--- config.mk ---
export PLATFORM = sky130hd
export DESIGN_NAME = packet_flit_splitter
export DESIGN_NICKNAME = d
export VERILOG_FILES = /design/src/rtl/packet_flit_splitter.sv
export SDC_FILE = /design/constraint.sdc
export NUM_CORES = 1
export LEC_CHECK = 0
export BUFFER_PORTS_ARGS = -buffer_cell sky130_fd_sc_hd__buf_2
export CORE_ASPECT_RATIO = 0.5
export CORE_MARGIN = 1.5
export CORE_UTILIZATION = 40
export DETAILED_ROUTE_END_ITERATION = 7
export GPL_ROUTABILITY_DRIVEN = 0
export PLACE_DENSITY = 0.57
export SYNTH_ARGS = -nofsm -noshare
export SYNTH_HDL_FRONTEND = slang
export SYNTH_SLANG_ARGS = --single-unit
export TNS_END_PERCENT = 20
--- constraint.sdc ---
create_clock -name clk -period 13 [get_ports clk]
set_input_delay 1.3 -clock clk [delete_from_list [all_inputs] [get_ports clk]]
set_output_delay 1.3 -clock clk [all_outputs]
set_load 0.02 [all_outputs]
--- src/rtl/packet_flit_splitter.sv ---
// Packet-to-flit serialiser for the NoC injection port: queues whole packets,
// tags each with a packet_id and emits FLIT_COUNT flits per packet, MSB slice first.
module packet_flit_splitter #(
    parameter int NODE_COUNT      = 8,
    parameter int NODE_ID         = 0,
    parameter int PACKET_ID_WIDTH = 5,
    parameter int PAYLOAD         = 32,
    parameter int FLIT_PAYLOAD    = 8,
    parameter int QUEUE_DEPTH     = 2,
    localparam int NODE_W     = (NODE_COUNT > 1) ? $clog2(NODE_COUNT) : 1,
    localparam int ID_W       = PACKET_ID_WIDTH,
    localparam int FLIT_COUNT = (PAYLOAD + FLIT_PAYLOAD - 1) / FLIT_PAYLOAD,
    localparam int IDX_W      = (FLIT_COUNT > 1) ? $clog2(FLIT_COUNT) : 1,
    localparam int FLIT_WIDTH = 1 + 2 * NODE_W + FLIT_PAYLOAD + ID_W + IDX_W
) (
    input  logic                  clk,
    input  logic                  rst,
    input  logic                  ce,
    input  logic                  valid_in,
    output logic                  ready_in,
    input  logic [PAYLOAD-1:0]    packet_in,
    input  logic [NODE_W-1:0]     node_dest_in,
    output logic [FLIT_WIDTH-1:0] flit_out,
    output logic                  flit_valid,
    input  logic                  flit_ready,
    output logic [ID_W-1:0]       packet_id_out,
    output logic                  busy
);

    localparam int PADW  = FLIT_COUNT * FLIT_PAYLOAD;
    localparam int PTR_W = (QUEUE_DEPTH > 1) ? $clog2(QUEUE_DEPTH) : 1;
    localparam int CNT_W = $clog2(QUEUE_DEPTH + 1);

    localparam logic [PTR_W-1:0]  PTR_LAST   = PTR_W'(QUEUE_DEPTH - 1);
    localparam logic [CNT_W-1:0]  CNT_FULL   = CNT_W'(QUEUE_DEPTH);
    localparam logic [IDX_W-1:0]  IDX_LAST   = IDX_W'(FLIT_COUNT - 1);
    localparam logic [NODE_W-1:0] NODE_START = NODE_W'(NODE_ID);

    typedef enum logic [0:0] {
        S_IDLE,
        S_SEND
    } state_e;

    state_e              state_q, state_d;
    logic [PAYLOAD-1:0]  pkt_mem_q  [QUEUE_DEPTH];
    logic [NODE_W-1:0]   dest_mem_q [QUEUE_DEPTH];
    logic [ID_W-1:0]     id_mem_q   [QUEUE_DEPTH];
    logic [PTR_W-1:0]    head_q, head_d, tail_q, tail_d;
    logic [CNT_W-1:0]    count_q, count_d;
    logic [IDX_W-1:0]    idx_q, idx_d;
    logic [ID_W-1:0]     id_cnt_q, id_cnt_d;

    logic                not_empty, full, push, xfer, last, pop;
    logic [PADW-1:0]     padded;
    logic [FLIT_PAYLOAD-1:0] slices [FLIT_COUNT];
    logic [FLIT_PAYLOAD-1:0] flit_data;

    assign not_empty  = (count_q != '0);
    assign full       = (count_q == CNT_FULL);
    assign ready_in   = ce & ~full;
    assign push       = valid_in & ready_in;
    assign flit_valid = ce & (state_q == S_SEND) & not_empty;
    assign xfer       = flit_valid & flit_ready;
    assign last       = (idx_q == IDX_LAST);
    assign pop        = xfer & last;
    assign busy       = not_empty;

    always_comb begin
        head_d   = head_q;
        tail_d   = tail_q;
        count_d  = count_q;
        idx_d    = idx_q;
        id_cnt_d = id_cnt_q;
        state_d  = state_q;

        if (xfer) begin
            idx_d = last ? '0 : idx_q + 1'b1;
        end
        if (pop) begin
            head_d = (head_q == PTR_LAST) ? '0 : head_q + 1'b1;
        end
        if (push) begin
            tail_d   = (tail_q == PTR_LAST) ? '0 : tail_q + 1'b1;
            id_cnt_d = id_cnt_q + 1'b1;
        end

        if (push && !pop) begin
            count_d = count_q + 1'b1;
        end else if (pop && !push) begin
            count_d = count_q - 1'b1;
        end

        case (state_q)
            S_IDLE:  if (push) state_d = S_SEND;
            S_SEND:  if (count_d == '0) state_d = S_IDLE;
            default: state_d = S_IDLE;
        endcase
    end

    always_ff @(posedge clk) begin
        if (rst) begin
            state_q  <= S_IDLE;
            head_q   <= '0;
            tail_q   <= '0;
            count_q  <= '0;
            idx_q    <= '0;
            id_cnt_q <= '0;
        end else begin
            state_q  <= state_d;
            head_q   <= head_d;
            tail_q   <= tail_d;
            count_q  <= count_d;
            idx_q    <= idx_d;
            id_cnt_q <= id_cnt_d;
        end
    end

    // Entry storage needs no reset: count_q alone decides which slots are live.
    always_ff @(posedge clk) begin
        if (push && !rst) begin
            pkt_mem_q[tail_q]  <= packet_in;
            dest_mem_q[tail_q] <= node_dest_in;
            id_mem_q[tail_q]   <= id_cnt_q;
        end
    end

    always_comb begin
        padded = '0;
        padded[PADW-1 -: PAYLOAD] = pkt_mem_q[head_q];
        for (int unsigned k = 0; k < FLIT_COUNT; k++) begin
            slices[k] = padded[PADW - 1 - k * FLIT_PAYLOAD -: FLIT_PAYLOAD];
        end
        flit_data = slices[idx_q];

        flit_out      = '0;
        packet_id_out = '0;
        if (not_empty) begin
            flit_out      = {1'b1, dest_mem_q[head_q], flit_data, id_mem_q[head_q],
                             NODE_START, idx_q};
            packet_id_out = id_mem_q[head_q];
        end
    end

endmodule

* Word level (Yosys, flattened, before mapping)
Memories as Yosys holds them, arrays and structs flattened. A register that Yosys moved wholly into a read port is not among the register bits.
Index checks and enable logic that the tools add are counted.
** Storage, ports and cells
- Register bits after elaboration :: 12
- RAM bits :: 80
- Output and inout bits :: 30
- Logic and storage cells :: 56
- Memories kept :: 3
** Memory list
- pkt_mem_q :: depth 2, bits a word 32, read ports 1, clocked after Yosys merged registers in 1, wr ports 1, RTL line 45 : logic [PAYLOAD-1:0] pkt_mem_q [QUEUE_DEPTH];
- id_mem_q :: depth 2, bits a word 5, read ports 1, clocked after Yosys merged registers in 1, wr ports 1, RTL line 47 : logic [ID_W-1:0] id_mem_q [QUEUE_DEPTH];
- dest_mem_q :: depth 2, bits a word 3, read ports 1, clocked after Yosys merged registers in 1, wr ports 1, RTL line 46 : logic [NODE_W-1:0] dest_mem_q [QUEUE_DEPTH];
** Operators by class
- $add $sub $neg :: 6
- Magnitude comparators :: 1
- Eq/ne operators :: 2
- Muxes and demuxes :: 21
- Bitwise logic cells :: 9
- Reduce and logical (&&, ||, !) cells :: 8
** Operators by type and width (number)
- 22-bit 2-to-1 mux :: 1
- 8-bit binary-select mux with 2-bit select :: 1
- 8-bit 2-to-1 mux :: 2
- 1-bit 2-to-1 mux :: 12
- 1-bit bitwise AND :: 6
- 2-bit 2-to-1 mux :: 3
- 5-bit by 1-bit adder with 5-bit output, second input constant :: 1
- 5-bit 2-to-1 mux :: 1
- 2-bit by 1-bit adder with 2-bit output, second input constant :: 2
- 2-bit equality test, second input constant :: 2
- 3-bit >= comparator, second input constant :: 1
- 1-bit logical AND :: 3
- 1-bit zero test :: 3
- 2-bit inverter with 3-bit output :: 1
- 1-bit adder, second input constant :: 2
- 2-bit zero test :: 1
- 1-bit inverter :: 2
- 1-bit one-hot mux with 2 select lines :: 1
- 2-bit nonzero test :: 1
- 2-bit by 1-bit subtractor with 2-bit output, second input constant :: 1

* Logic depth before layout (Yosys ltp)
Gate-level depths: netlist of run 1.
- Word-level depth :: 11
- Mapped depth :: 7
- Gate-level depth less buffers :: 7

* Worst setup path after synthesis of run 1
No wires, ideal clock.
- Kind :: input port to flip-flop
- Start point :: in ce
- End point :: mem dest_mem_q[1][0] (netlist name), enable pin
- Setup time :: 0.495 ns
- Arrival :: 4.840 ns
- Required time :: 12.505 ns
- Path slack :: 7.664 ns
- Cell stages on the path :: 3
- Buffers on the path :: 0
- Cells stage by stage :: nor2b_1 nand2_1 nor3b_1
** Between the ends
- Longest elaborated chain between the ends :: 5
** RTL lines
- start, declared :: RTL line 18 : input logic ce,
- 1-bit bitwise AND :: RTL line 60 : assign ready_in = ce & ~full;
- 1-bit bitwise AND :: RTL line 61 : assign push = valid_in & ready_in;
- 1-bit logical AND :: RTL line 120 : if (push && !rst) begin
- 1-bit 2-to-1 mux :: RTL line 120
- 1-bit 2-to-1 mux (implied by the code) :: RTL line 122 : dest_mem_q[tail_q] <= node_dest_in;
- end, declared :: RTL line 46
Every way passes these cells.

==> key figures, run 1 <==
CTS
  • Clk slew on worst S/H paths: 0.06 ns
  • Hold_buf cts: 0
  • CTS buffer count: 9
  • Root buf cell: clkbuf_16
  • Clock sinks: 93
  • Cts repair resizes: 0
  • CTS H-tree depth: 3
  • CTS tree: yes
  • Post-CTS setup buffer count: 0
  • Worst skew pair latency: 0.33 ns
  • Clock buffer depth: 2

Power
  • Peak VDD IR: 83.4 µV
  • Leakage: 0.00158 µW
  • P per Cell Area: 164 nW/µm²

Die
  • IO Count: 70
  • Die Y: 71.8 µm
  • Initial Utilization: 42.4%
  • Die X: 141 µm
  • Floorplan Core Area: 8950 µm²
  • Row count: 24
  • Die area: 10100 µm²

Synth
  • Register area share after synthesis: 70.3%
  • Synth Flop Type: edfxtp_1
  • Area share of the largest cell type after synthesis: 63.4%
  • Cells after synthesis: 224
  • Async SR Flop Fraction: 0%
  • Average cell area after synthesis: 16.9 µm²
  • Flops & latches, synth: 93
  • Cell taking the most area after synthesis: edfxtp_1
  • Library cells used by synthesis: 35
  • Number of synthesized flops with an enable pin: 80
  • Top cells by area, synth: edfxtp_1, mux4_2, dfxtp_1
  • Most instantiated cells after synthesis: edfxtp_1, nor2_1, mux2i_1
  • Post-Synthesis Cell Area: 3790 µm²
  • Top-count cell post-synth: edfxtp_1
  • Yosys warnings: 0

Placement
  • Port Buffers: 66
  • Post-DP HPWL: 4.17 mm

Routing
  • Detailed Route WL: 6.40 mm
  • Detailed-route DRC error count: 0
  • Routed wire per std cell: 15.7 µm
  • Initial DRC count: 94
  • First drt pass iteration count: 4
  • Drt via density: 4.88
  • Routed Antenna Nets: 0
  • DR vias: 1986

Worst setup path
  • CP top delay family: flip-flops
  • Critical path depth in cells: 4
  • WP data required: 11.70 ns
  • Worst r2r path cells: 5
  • WS Path Type: flop to primary output
  • Crit-path max FO: 24
  • Worst Path Buf+Inv: 1
  • Reg2Reg Capture Point: state_q
  • Worst setup path endpoint: flit_out[16]
  • CP Launch Type: flop
  • CP max stage delay: 0.87 ns
  • Crit path capture type: primary output
  • Cell Chain, Critical Path: mux4_1 > mux2i_1 > nor2_1 > buf_2
  • Crit path DAT: 2.24 ns
  • Crit path max-delay cell type: dfxtp_2
  • FF-to-FF setup slack: 10.83 ns
  • Crit Reg-Reg Startpoint: idx_q[0]

STA
  • Slew at the pin with the worst max-slew slack: 0.947 ns
  • Hold Slack: 0.489 ns
  • Setup TNS: 0 ns
  • Pins over their slew limit: 0
  • Post-layout min period: 3.54 ns
  • Final period utilization: 27.3%
  • Max transition margin: 36.8%
  • Final Skew: 0.00269 ns
  • Final hold vios: 0
  • Final setup viols: 0
  • RSZ-0062 raised after global routing: false
  • F_max: 282 MHz

Hold path
  • Hold path cells: 0
  • Hold crit path type: flop to flop
  • Hold wc startpoint: id_cnt_q[4]

Status
  • Status: completed

GRT
  • First-pass GRT wire length: 10.2 mm
  • Total track usage: 13.8%
  • Vias in the first global route: 2095
  • Pin count of the biggest net entering global routing: 41
  • Total gr overflow: 0
  • Antenna violations before repair: 0

Layout
  • Area growth syn-to-layout: 18.1%
  • # diodes: 0
  • Fillers: 772
  • NumNets Final: 329
  • Share of cells above drive strength 1: 34.8%

Run
  • Max cap viols: 0
-- area by class of cell --
type	count	area, µm²	area share, %
Inverter	5	18.8	0.419
Clock buffer	9	225	5.03
Tap cell	117	146	3.27
Timing Repair Buffer	68	345	7.72
Multi-Input combinational cell	108	978	21.9
Clock inverter	7	97.6	2.18
Sequential cell	93	2660	59.5
-- per-stage QoR --
stage | utilization [%] | instances | total power (µW) | instance area [µm²] | setup WS (ns)
after floorplan | - | 226 | 435 | 3800 | 7.66
after global placement | 46.4 | 391 | 464 | 4150 | 9.74
after detailed placement | 46.4 | 391 | 467 | 4150 | 9.74
after CTS | 50.0 | 407 | 742 | 4480 | 9.36
after global routing | 50.0 | 407 | 764 | 4480 | 9.28
final | 50.0 | 407 | 732 | 4480 | 9.46
-- power by group --
group	switching, µW	internal [µW]
clock	105	169
combinational	73.3	38.9
sequential	6.98	339
-- cell usage in the layout (no fill, tap or decap), types with 4 or more instances in the layout --
master	n
buf_2	66
clkbuf_16	9
dfxtp_1	12
edfxtp_1	80
ha_1	4
inv_1	5
mux2i_1	16
mux4_2	14
nand2_1	9
nor2_1	26
xnor2_1	5
-- worst min-delay path by stage --
stage	to	slack [ns]
after floorplan	id_mem_q[0][4]	0.45
after global placement	id_mem_q[1][4]	0.47
after detailed placement	id_mem_q[1][4]	0.48
after CTS	id_mem_q[0][4]	0.49
after global routing	id_mem_q[0][4]	0.52
final	id_mem_q[0][4]	0.49
-- flip-flops by register name, summed over array words and instances (netlist names), named ones only --
signal	count
count_q	2
id_cnt_q	5
head_q	1
dest_mem_q	6
id_mem_q	10
pkt_mem_q	64
state_q	1
tail_q	1
idx_q	2
-- routing by layer --
layer  global-route usage (%)  share of wire, %  up-vias
li1                         -                 -      959
met1                     16.0                43      981
met2                     24.0                51       39
met3                     4.48               4.2        7
met4                     5.56               1.4        0
met5                        0                 0        -
-- cells by family (layout without fill, tap and decap cells) --
logic type               Yosys count  count (layout)  synth area share (%)
flip-flops                        93              93                  70.3
AND/OR/NAND/NOR                   50              50                  6.04
multiplexers                      33              33                  14.2
buffers and inverters             25              89                  4.39
AO/OA/AOI/OAI                     10              10                  1.82
XOR/XNOR                           8               8                  1.85
adder cells (fa/ha/maj)            4               4                  1.32
other                              1               3                0.0989
Note: power is estimated with default switching activity, not from simulation.
==> run 2, diff against run 1 <==
--- a/config.mk
+++ b/config.mk
@@ -11,7 +11,7 @@
 export CORE_UTILIZATION = 40
 export DETAILED_ROUTE_END_ITERATION = 7
 export GPL_ROUTABILITY_DRIVEN = 0
-export PLACE_DENSITY = 0.57
+export PLACE_DENSITY = 0.59
 export SYNTH_ARGS = -nofsm -noshare
 export SYNTH_HDL_FRONTEND = slang
 export SYNTH_SLANG_ARGS = --single-unit
==> constraint.sdc (replaced) <==
create_clock -name clk -period 3.25 [get_ports clk]
set_input_delay 0.325 -clock clk [delete_from_list [all_inputs] [get_ports clk]]
set_output_delay 0.325 -clock clk [all_outputs]
set_load 0.02 [all_outputs]
==> run 2 against run 1 <==
Compared with the run above:
- register-to-register slack got worse by 9.8 ns
- via count decreased by 0.81%
- critical path depth did not move
- critical path type unchanged
- highest routed layer unchanged
==> key figures, run 2 (same netlist as run 1, synthesis figures left out) <==
Hold path
  • Hold crit path type: input pin to flop
  • Hold path cells: 1 (+1)
  • Hold wc startpoint: packet_in[0]
  • Worst hold endpoint: pkt_mem_q[1][0]

CTS
  • CTS buffer count: 9 (unchanged)
  • CTS tree: yes
  • Root buf cell: clkbuf_16
  • Clock sinks: 93 (unchanged)
  • Hold_buf cts: 0 (unchanged)
  • Post-CTS setup buffer count: 0 (unchanged)
  • CTS H-tree depth: 3 (unchanged)
  • Clock buffer depth: 2 (unchanged)
  • Clk slew on worst S/H paths: 0.06 ns (about the same)
  • Cts repair resizes: 0 (unchanged)
  • Worst skew pair latency: 0.33 ns (about the same)

Worst setup path
  • Reg2Reg Capture Point: state_q
  • Worst r2r path cells: 6 (+1)
  • Crit-path max FO: 20 (-17%)
  • Crit path DAT: 2.14 ns (-0.10 ns)
  • Crit path capture type: primary output
  • Crit Reg-Reg Startpoint: count_q[0]
  • FF-to-FF setup slack: 1.02 ns (-9.81 ns)
  • WP data required: 2.92 ns (-8.78 ns)
  • CP Launch Type: flop
  • WS Path Type: flop to primary output

STA
  • Final setup viols: 0 (unchanged)
  • Final hold vios: 0 (unchanged)
  • RSZ-0062 raised after global routing: false
  • Pins over their slew limit: 0 (unchanged)
  • Final Skew: 0.00338 ns (+0.000693 ns)
  • Hold Slack: 0.178 ns (-0.311 ns)
  • Final period utilization: 75.8%
  • F_max: 406 MHz
  • Slew at the pin with the worst max-slew slack: 0.902 ns (-0.0452 ns)
  • Max transition margin: 39.9% (+3.1 points)
  • Post-layout min period: 2.46 ns
  • Setup TNS: 0 ns (unchanged)

Placement
  • Port Buffers: 66 (unchanged)
  • Placed cell count: 393 (+0.51%)
  • Post-DP HPWL: 4.15 mm (-0.51%)
  • Placed inst area: 4190 µm² (+0.81%)

GRT
  • Antenna violations before repair: 0 (unchanged)
  • Vias in the first global route: 2118 (+1.1%)
  • First-pass GRT wire length: 10.5 mm (+2.6%)
  • Pin count of the biggest net entering global routing: 36 (-12%)
  • Total gr overflow: 0 (unchanged)
  • Total track usage: 14.1% (+0.40 points)

Layout
  • Leading cell type in the layout, fill and taps excluded: edfxtp_1
  • Final design utilization: 50.0% (about the same)
  • Share of cells above drive strength 1: 34.9% (+0.10 points)
  • Top reg by flops: pkt_mem_q
  • NumNets Final: 331 (+0.61%)
  • Largest register FFs: 64 (unchanged)
  • Fillers: 782 (+1.3%)
  • Area growth syn-to-layout: 18.2% (about the same)
  • Finished Layout Cells: 409 (+0.49%)
  • Final instance area: 4480 µm² (about the same)
  • # diodes: 0 (unchanged)
  • Biggest regs: pkt_mem_q x64, id_mem_q x10, dest_mem_q x6
  • Commonest cells after routing, fill and taps aside: edfxtp_1, buf_2, nor2_1, mux2i_1, mux4_2

Die
  • Initial Utilization: 42.4% (unchanged)
  • Floorplan Core Area: 8950 µm² (unchanged)
  • Die Y: 71.8 µm (unchanged)
  • Die X: 141 µm (unchanged)
  • Row count: 24 (unchanged)
  • Die area: 10100 µm² (unchanged)
  • IO Count: 70 (unchanged)

Run
  • Max cap viols: 0 (unchanged)

Status
  • Status: completed

Power
  • Leakage: 0.00159 µW (+0.19%)
  • Peak VDD IR: 281 µV (+240%)
  • P per Cell Area: 635 nW/µm² (+290%)

Routing
  • Routed Antenna Nets: 0 (unchanged)
  • DR vias: 1970 (-0.81%)
  • Routed wire per std cell: 15.7 µm (+0.10%)
  • Detailed Route WL: 6.44 mm (+0.59%)
  • Detailed-route DRC error count: 0 (unchanged)
  • Drt via density: 4.82 (-1.3%)
  • First drt pass iteration count: 4 (unchanged)
  • Initial DRC count: 94 (unchanged)
-- run 2: changes by cell type in the layout (fill, tap and decap cells not counted), sizes merged --
cell,previous run,this run
buf,68,70
clkinvlp,1,2
clkbuf,9,10
bufinv,2,1
inv,7,6
-- run 2: worst max path at each step --
stage,startpoint,end,slack [ns],depth (start not counted)
after floorplan,count_q[0],dest_mem_q[0][0],-1.16,5
after global placement,count_q[0],state_q,1.10,6
after detailed placement,count_q[0],state_q,1.01,6
after CTS,flop,flit_out[15],0.72,4
after global routing,flop,flit_out[16],0.60,4
final,flop,flit_out[15],0.79,4
-- run 2: power breakdown --
part	leakage (µW)	internal, µW	switching, µW
registers	0.000832	1360	25.6
clock network	0.000137	594	407
logic	0.000618	160	299
total	0.00159	2110	732
-- run 2: layout make-up --
cell class,count,area [µm²],area share (%)
Multi-Input combinational cell,108,985,22.0
Clock buffer,10,229,5.11
Tap cell,117,146,3.27
Clock inverter,6,62.6,1.40
Sequential cell,93,2660,59.5
Inverter,5,18.8,0.419
Timing Repair Buffer,70,373,8.33
-- run 2: critical path, stage by stage (launching register included) --
cell	delay, ns
dfxtp_2	0.78
mux4_1	0.64
mux2i_1	0.14
nor2_1	0.05
buf_2	0.19
-- run 2: metal layers --
layer	part of all wire, %	GRT usage [%]	vias up
met5	0	0	-
met4	1.3	5.56	0
met3	3.4	4.55	8
met2	52	25.1	34
met1	44	16.3	964
li1	-	-	964
-- run 2: stage by stage --
stage / power (µW) / worst slack (ns)
6_report: 2840 / 0.788
5_1_grt: 2970 / 0.604
2_1_floorplan: 1740 / -1.16
3_5_place_dp: 1870 / 1.01
4_1_cts: 2880 / 0.720
3_3_place_gp: 1860 / 1.10
